`src/rtl/fp_align_shifter.sv`:
```
// Mantissa alignment stage for the FPU add/sub path: picks the larger operand by
// exponent, then shifts the smaller mantissa right one bit per cycle into {M, G, R, S}.
module fp_align_shifter #(
    parameter int EXP_W     = 8,
    parameter int MAN_W     = 24,
    parameter int MAX_SHIFT = 27
) (
    input  logic               clk,
    input  logic               rst_n,
    input  logic               in_valid,
    output logic               in_ready,
    input  logic               sign_a,
    input  logic               sign_b,
    input  logic [EXP_W-1:0]   exp_a,
    input  logic [EXP_W-1:0]   exp_b,
    input  logic [MAN_W-1:0]   man_a,
    input  logic [MAN_W-1:0]   man_b,
    output logic               out_valid,
    input  logic               out_ready,
    output logic [EXP_W-1:0]   exp_out,
    output logic               sign_big,
    output logic               sign_small,
    output logic [MAN_W-1:0]   man_big,
    output logic [MAN_W+2:0]   man_small,
    output logic               swapped
);

    localparam int SM_W  = MAN_W + 3;
    localparam int CNT_W = $clog2(MAX_SHIFT + 1);

    typedef enum logic [1:0] {
        IDLE  = 2'd0,
        SHIFT = 2'd1,
        DONE  = 2'd2
    } state_t;

    // Differences beyond the mantissa plus G/R/S width all collapse into sticky.
    function automatic logic [CNT_W-1:0] sat_shift(input logic [EXP_W-1:0] mag);
        if (int'(mag) > MAX_SHIFT) begin
            return CNT_W'(MAX_SHIFT);
        end
        return CNT_W'(mag);
    endfunction

    function automatic logic [SM_W-1:0] sticky_shr(input logic [SM_W-1:0] m);
        return {1'b0, m[SM_W-1:2], m[1] | m[0]};
    endfunction

    state_t             state_q, state_d;
    logic [CNT_W-1:0]   cnt_q, cnt_d;
    logic               out_valid_q, out_valid_d;
    logic [EXP_W-1:0]   exp_out_q, exp_out_d;
    logic               sign_big_q, sign_big_d;
    logic               sign_small_q, sign_small_d;
    logic [MAN_W-1:0]   man_big_q, man_big_d;
    logic [SM_W-1:0]    man_small_q, man_small_d;
    logic               swapped_q, swapped_d;

    logic [EXP_W:0]     diff;
    logic               no_borrow;
    logic [EXP_W-1:0]   shift_mag;
    logic [CNT_W-1:0]   shift_cnt;

    always_comb begin
        diff      = {1'b0, exp_a} - {1'b0, exp_b};
        no_borrow = ~diff[EXP_W];
        shift_mag = no_borrow ? diff[EXP_W-1:0] : (exp_b - exp_a);
        shift_cnt = sat_shift(shift_mag);
    end

    always_comb begin
        state_d      = state_q;
        cnt_d        = cnt_q;
        exp_out_d    = exp_out_q;
        sign_big_d   = sign_big_q;
        sign_small_d = sign_small_q;
        man_big_d    = man_big_q;
        man_small_d  = man_small_q;
        swapped_d    = swapped_q;

        case (state_q)
            IDLE: begin
                if (in_valid) begin
                    // Equal exponents take the a-is-big path; mantissas are not compared.
                    if (no_borrow) begin
                        exp_out_d    = exp_a;
                        sign_big_d   = sign_a;
                        sign_small_d = sign_b;
                        man_big_d    = man_a;
                        man_small_d  = {man_b, 3'b000};
                        swapped_d    = 1'b0;
                    end else begin
                        exp_out_d    = exp_b;
                        sign_big_d   = sign_b;
                        sign_small_d = sign_a;
                        man_big_d    = man_b;
                        man_small_d  = {man_a, 3'b000};
                        swapped_d    = 1'b1;
                    end
                    cnt_d   = shift_cnt;
                    state_d = (shift_cnt != '0) ? SHIFT : DONE;
                end
            end
            SHIFT: begin
                man_small_d = sticky_shr(man_small_q);
                cnt_d       = cnt_q - CNT_W'(1);
                if (cnt_q == CNT_W'(1)) begin
                    state_d = DONE;
                end
            end
            DONE: begin
                if (out_ready) begin
                    state_d = IDLE;
                end
            end
            default: begin
                state_d = IDLE;
            end
        endcase

        out_valid_d = (state_d == DONE);
    end

    always_ff @(posedge clk or negedge rst_n) begin
        if (!rst_n) begin
            state_q      <= IDLE;
            cnt_q        <= '0;
            out_valid_q  <= 1'b0;
            exp_out_q    <= '0;
            sign_big_q   <= 1'b0;
            sign_small_q <= 1'b0;
            man_big_q    <= '0;
            man_small_q  <= '0;
            swapped_q    <= 1'b0;
        end else begin
            state_q      <= state_d;
            cnt_q        <= cnt_d;
            out_valid_q  <= out_valid_d;
            exp_out_q    <= exp_out_d;
            sign_big_q   <= sign_big_d;
            sign_small_q <= sign_small_d;
            man_big_q    <= man_big_d;
            man_small_q  <= man_small_d;
            swapped_q    <= swapped_d;
        end
    end

    assign in_ready   = (state_q == IDLE);
    assign out_valid  = out_valid_q;
    assign exp_out    = exp_out_q;
    assign sign_big   = sign_big_q;
    assign sign_small = sign_small_q;
    assign man_big    = man_big_q;
    assign man_small  = man_small_q;
    assign swapped    = swapped_q;

endmodule

```
`config.mk`:
```
export PLATFORM = sky130hd
export DESIGN_NAME = fp_align_shifter
export DESIGN_NICKNAME = d
export VERILOG_FILES = /design/src/rtl/fp_align_shifter.sv
export SDC_FILE = /design/constraint.sdc
export NUM_CORES = 1
export LEC_CHECK = 0
export BUFFER_PORTS_ARGS = -buffer_cell sky130_fd_sc_hd__buf_2
export CAP_MARGIN = 20
export CORE_ASPECT_RATIO = 2
export CORE_MARGIN = 4
export CORE_UTILIZATION = 46
export DETAILED_ROUTE_END_ITERATION = 10
export PLACE_DENSITY_LB_ADDON = 0.2
export SLEW_MARGIN = 40
export SYNTH_ARGS = -nofsm -noshare
export SYNTH_HDL_FRONTEND = slang
export SYNTH_SLANG_ARGS = --single-unit
```
`constraint.sdc`:
```
create_clock -name clk -period 1.45 [get_ports clk]
set_input_delay 0.0725 -clock clk [delete_from_list [all_inputs] [get_ports clk]]
set_output_delay 0.0725 -clock clk [all_outputs]
set_load 0.01 [all_outputs]
```
# Word level (Yosys, flattened, before mapping)
# Cells that the tools add are included.
[totals]
output_inout_bits = 64
input_bits = 70
register_bits = 70
[classes]
eq_ne = 5
reduce_logical = 5
order_cmp = 1
bitwise_logic = 1
n_addsub = 3
muxes = 19
[ops]
columns = ["operator", "count"]
rows = [
  ["$mux W27", 2],
  ["$pmux W27 S2", 1],
  ["$mux W24", 1],
  ["$mux W8", 2],
  ["$mux W5", 3],
  ["$pmux W5 S2", 1],
  ["$sub A8 B8 Y9", 1],
  ["$gt A8 B5 Y1 const B", 1],
  ["$mux W2", 4],
  ["$sub A8 B8 Y8", 1],
  ["$pmux W2 S3", 1],
  ["$eq A5 B1 Y1 const B", 1],
  ["$reduce_bool A5 Y1", 1],
  ["$sub A5 B1 Y5 const B", 1],
  ["$eq A2 B2 Y1 const B", 2],
  ["$mux W1", 4],
  ["$reduce_and A2 Y1", 2],
  ["$eq A2 B1 Y1 const B", 1],
  ["$logic_not A2 Y1", 1],
  ["$ne A2 B2 Y1 const B", 1],
  ["$reduce_bool A2 Y1", 1],
  ["$or A1 B1 Y1", 1],
]

# Longest topological paths before layout
[depth]
word_depth = 10
depth_mapped = 12

# Least setup slack after synthesis
# Ideal clock, no wire load.
[synth_path]
path_kind = "input to register"
startpoint = "in exp_a[0]"
endpoint = "reg out_valid_q, in the netlist out_valid"
t_required_ps = 1324
setup_slack_ps = -829
stages = 11
arrival_time_ps = 2153
path_buffers = 0
cell_sequence = "inv_1 > ha_1 > inv_1 > fa_1 > a211oi_2 > o21a_2 > o21ai_4 > mux2i_1 > mux2i_2 > nor3_4 > a221o_1"
[synth_between]
elab_chain_len = 10
[synth_lines]
columns = ["item", "line", "source"]
rows = [
  ["start, declared", "14", "input logic [EXP_W-1:0] exp_a,"],
  ["$sub A8 B8 Y9 / $sub A8 B8 Y8 (equally long branches)", "65, 67", ""],
  ["$mux W8 (*)", "67", "shift_mag = no_borrow ? diff[EXP_W-1:0] : (exp_b - exp_a);"],
  ["$gt A8 B5 Y1", "39", "if (int'(mag) > MAX_SHIFT) begin"],
  ["$mux W1", "39", ""],
  ["$mux W5 (*)", "42", "return CNT_W'(mag);"],
  ["$reduce_bool A5 Y1 (*)", "101", "state_d = (shift_cnt != '0) ? SHIFT : DONE;"],
  ["$mux W2 (*)", "101", ""],
  ["$mux W2 (*)", "83", "if (in_valid) begin"],
  ["$pmux W2 S3 (*)", "81", "case (state_q)"],
  ["$eq A2 B2 Y1 (*)", "121", "out_valid_d = (state_d == DONE);"],
  ["via out_valid_d", "51", "logic out_valid_q, out_valid_d;"],
  ["end signal, assigned", "138", "out_valid_q <= out_valid_d;"],
  ["end, declared", "51", ""],
]
# The timed path passes the listed nets; every way through them passes the cells marked *.
# A chain may end at the register's enable or synchronous reset.

# Final worst setup path
[layout_path]
startpoint = "in exp_a[0]"
endpoint = "reg cnt_q[0]"
[layout_between]
elab_chain_len = 7
[layout_lines]
columns = ["item", "line", "source"]
rows = [
  ["$sub A8 B8 Y9 / $sub A8 B8 Y8 (equally long branches)", "65, 67", ""],
  ["$mux W8 (*)", "67", ""],
  ["$gt A8 B5 Y1", "39", ""],
  ["$mux W1", "39", ""],
  ["$mux W5 (*)", "42", ""],
  ["$mux W5 (*)", "83", ""],
  ["$pmux W5 S2 (*)", "81", ""],
  ["end signal, assigned", "137", "cnt_q <= cnt_d;"],
  ["end, declared", "50", "logic [CNT_W-1:0] cnt_q, cnt_d;"],
]
# Every way passes the cells marked *; elsewhere a longest branch is shown, timed or not. The select of a mux whose other input is x is not followed.

==> impl_metrics.tcl <==
set metrics [dict create \
    dp.cells 744 \
    yosys_warnings 0 \
    endpoint_kind "flop" \
    grt_pass1_wl_mm 22.74 \
    fin_nets 773 \
    cts.sinks 70 \
    wl_per_cell_um 19.91 \
    hold_start "man_a[1]" \
    skew_ns 0.007240 \
    antenna_found_initial 0 \
    worst_r2r_path_depth 6 \
    dieArea_um2 10720 \
    dp_hpwl_mm 10.41 \
    slew_headroom_pct 70.96 \
    drive_gt1_share_pct 46.88 \
    failed_checks "setup timing" \
    tightest_slew_ns 0.4311 \
    via_per_inst 5.869 \
    r2r_slack_ns -0.10 \
    initial_core_util_pct 47.76 \
    grt_pass1_vias 4594 \
    io_buffers 133 \
    critPathCapture "cnt_q[0]" \
    cts_htree_levels 3 \
    synth_top_area_share_pct 42.12 \
    synth_top_area_cell "dfrtp_1" \
    syn_area_um2 4159 \
    cap_violations 0 \
    rsz0062_at_grt "true" \
    insertedDiodeCount 0 \
    row_count 48 \
    cp-startpoint "exp_a[0]" \
    critical_path_arrival_ns 2.28 \
    die-height_um 142.5 \
    drc 0 \
    critPathMaxStageDelay_ns 0.36 \
    grt_use_total_pct 28.23 \
    crit_slowest_cell "fa_2" \
    first_pass_iters 5 \
    outcome "complete, but fails checks" \
    cts_buffer_depth 2 \
    fin_cells 789 \
    cts_root_buffer "clkbuf_16" \
    wirelength_mm 15.71 \
    synth.distinct_cells 48 \
    timing.final.setup_violations 66 \
    synthArstFlopShare_pct 100.0 \
    pin_count 134 \
    finalSetupTns_ns -24.39 \
    hold_violations 0 \
    synthTopCellsByCount "nand2_1, dfrtp_1, nor2_1, a31oi_1, o21ai_0" \
    cts_buffers 9 \
    synthFlopType "dfrtp_1" \
    crit_path_cell_trace "buf_12 -> inv_12 -> ha_4 -> inv_2 -> fa_2 -> a211oi_4 -> buf_4 -> o211ai_1 -> nand2_2 -> buf_6 -> mux2i_4 -> xnor2_2 -> nand2b_1 -> a41oi_2" \
    crit_fanout 4 \
    synth.most_common_cell "nand2_1" \
    vias 4631 \
    crit_type "in2reg" \
    fp.dieW_um 75.24 \
    gr-total-overflow 0 \
    synth.avg_cell_area_um2 8.887 \
    fmax_mhz 491.0 \
    synth.yosys.seq_area_share_pct 42.12 \
    core_um2 8708 \
    start_kind "primary input" \
    syn-num-nets 557 \
    area_growth_pct 59.48 \
    timing.rr.start "state_q[1]" \
    cts_tree "done" \
    crit_required_ns 1.69 \
    report.final.slew_viol_count 0 \
    synth_cells 468 \
    ir_worst_vdd_mv 0.8755 \
    insertion_delay_ns 0.33 \
    power_density_nw_per_um2 1743 \
    postRouteAntennaNets 0 \
    timing.final.crit_share_pct 140.4 \
    grt_max_degree 37 \
    min_path_type "in2reg" \
    synth_edf_count 0 \
    clk_pin_slew_ns 0.06 \
    finalCriticalPeriod_ns 2.036 \
    reg2reg_to "man_small[10]" \
    leakage_nw 3.207 \
    setup_ws_ns -0.5865 \
    routabilityCongestion 0.8725 \
    synth_area_leaders "dfrtp_1, nand2_1, mux2i_1" \
    synth-seq-cells 70 \
    drt-initial-drc-count 335 \
]
[layer usage]
metal / track usage (%) / vias up / routed length [µm]
li1: - / 2097 / -
met1: 27.00 / 2230 / 4871
met2: 53.96 / 232 / 8980
met3: 4.738 / 72 / 929
met4: 14.93 / 0 / 928
met5: 0 / - / 0
[metrics by stage]
step / worst slack, ns / hold WS (ns) / utilization (%) / instance area, µm² / power [mW]
finish: -0.5865 / 0.001884 / 76.16 / 6633 / 11.56
global placement: -1.017 / -0.003906 / 62.89 / 5477 / 8.265
detailed placement: -1.072 / -0.003929 / 62.89 / 5477 / 8.429
global route: -0.6824 / 0.002441 / 76.16 / 6633 / 12.21
CTS: -0.5687 / 0.0006539 / 73.43 / 6395 / 11.12
floorplan: -0.7543 / -0.2231 / - / 4257 / 6.290
[critical path, delay by kind of cell]
kind / cells / cell delay, ns
fa+ha+maj: 2 / 0.48
mux: 1 / 0.25
xor+xnor: 1 / 0.16
simple gates: 2 / 0.28
buf+inv: 5 / 0.46
compound gates: 3 / 0.56
[final cells by class]
| type | count | area [µm²] |
|---|---|---|
| sequential | 70 | 1752 |
| clock buffer | 10 | 229.0 |
| tap | 100 | 125.1 |
| inverter | 20 | 87.58 |
| fill | 581 | 2076 |
| clock inverter | 6 | 61.31 |
| multi-input combinational | 348 | 2605 |
| timing repair buffer | 235 | 1773 |
[cells in the final DEF, fill, tap and decap left out, types with 5 or more instances in the layout]
master         count
dlygate4sd3_1     13
nand2_4            7
o21ai_2            5
buf_4             60
inv_1             16
a21oi_1           14
a21o_1             6
o21ai_0            6
nand2_1           55
a31oi_1           32
buf_6             11
mux2i_4            8
buf_12            11
buf_2            132
nand2_2           21
mux2i_2            7
mux2i_1           16
dfrtp_1           70
clkbuf_16          9
o21ai_1           20
nor2_1            41
ha_1              12
a22oi_1           23
[report_power, final]
group          leakage (nW)  switching (mW)  internal (mW)
registers             0.819           0.652           2.88
logic                  2.25            3.19           2.66
clock network         0.143           0.850           1.33
total                  3.21            4.69           6.87
[cells by family (layout without fill, tap and decap cells)]
kind of cell,after synthesis,in the layout,synth area share [%]
and+or+nand+nor,160,160,16.61
AOI/OAI and AO/OA,135,135,22.02
DFF,70,70,42.12
buffers and inverters,50,271,4.994
muxes,31,31,7.551
adders and majority gates,19,19,6.077
xor gates and xnor gates,3,3,0.6319
[sequential cells by signal, summed over array words and instances (netlist names), 2 cells and up]
name	cells
cnt_q	5
exp_out	8
man_big	24
man_small	27
state_q	2
[worst min path at each step]
stage                      end  slack (ns)  depth (start not counted)
floorplan             cnt_q[0]       -0.22                          0
global placement    man_big[3]      -0.004                          1
detailed placement  man_big[2]      -0.004                          1
CTS                 man_big[1]      0.0007                          3
global route        man_big[1]       0.002                          3
finish              man_big[1]       0.002                          3
[what timing repair did]
action,4_1_cts,5_1_grt
gates cloned,8,0
endpoints found under the setup margin,67,67
hold buffers,13,0
resized for setup,64,69
setup buffers,8,7
pin swaps,34,47
hold endpoints to repair,58,0
No activity file was read; power rests on OpenSTA's default activity.
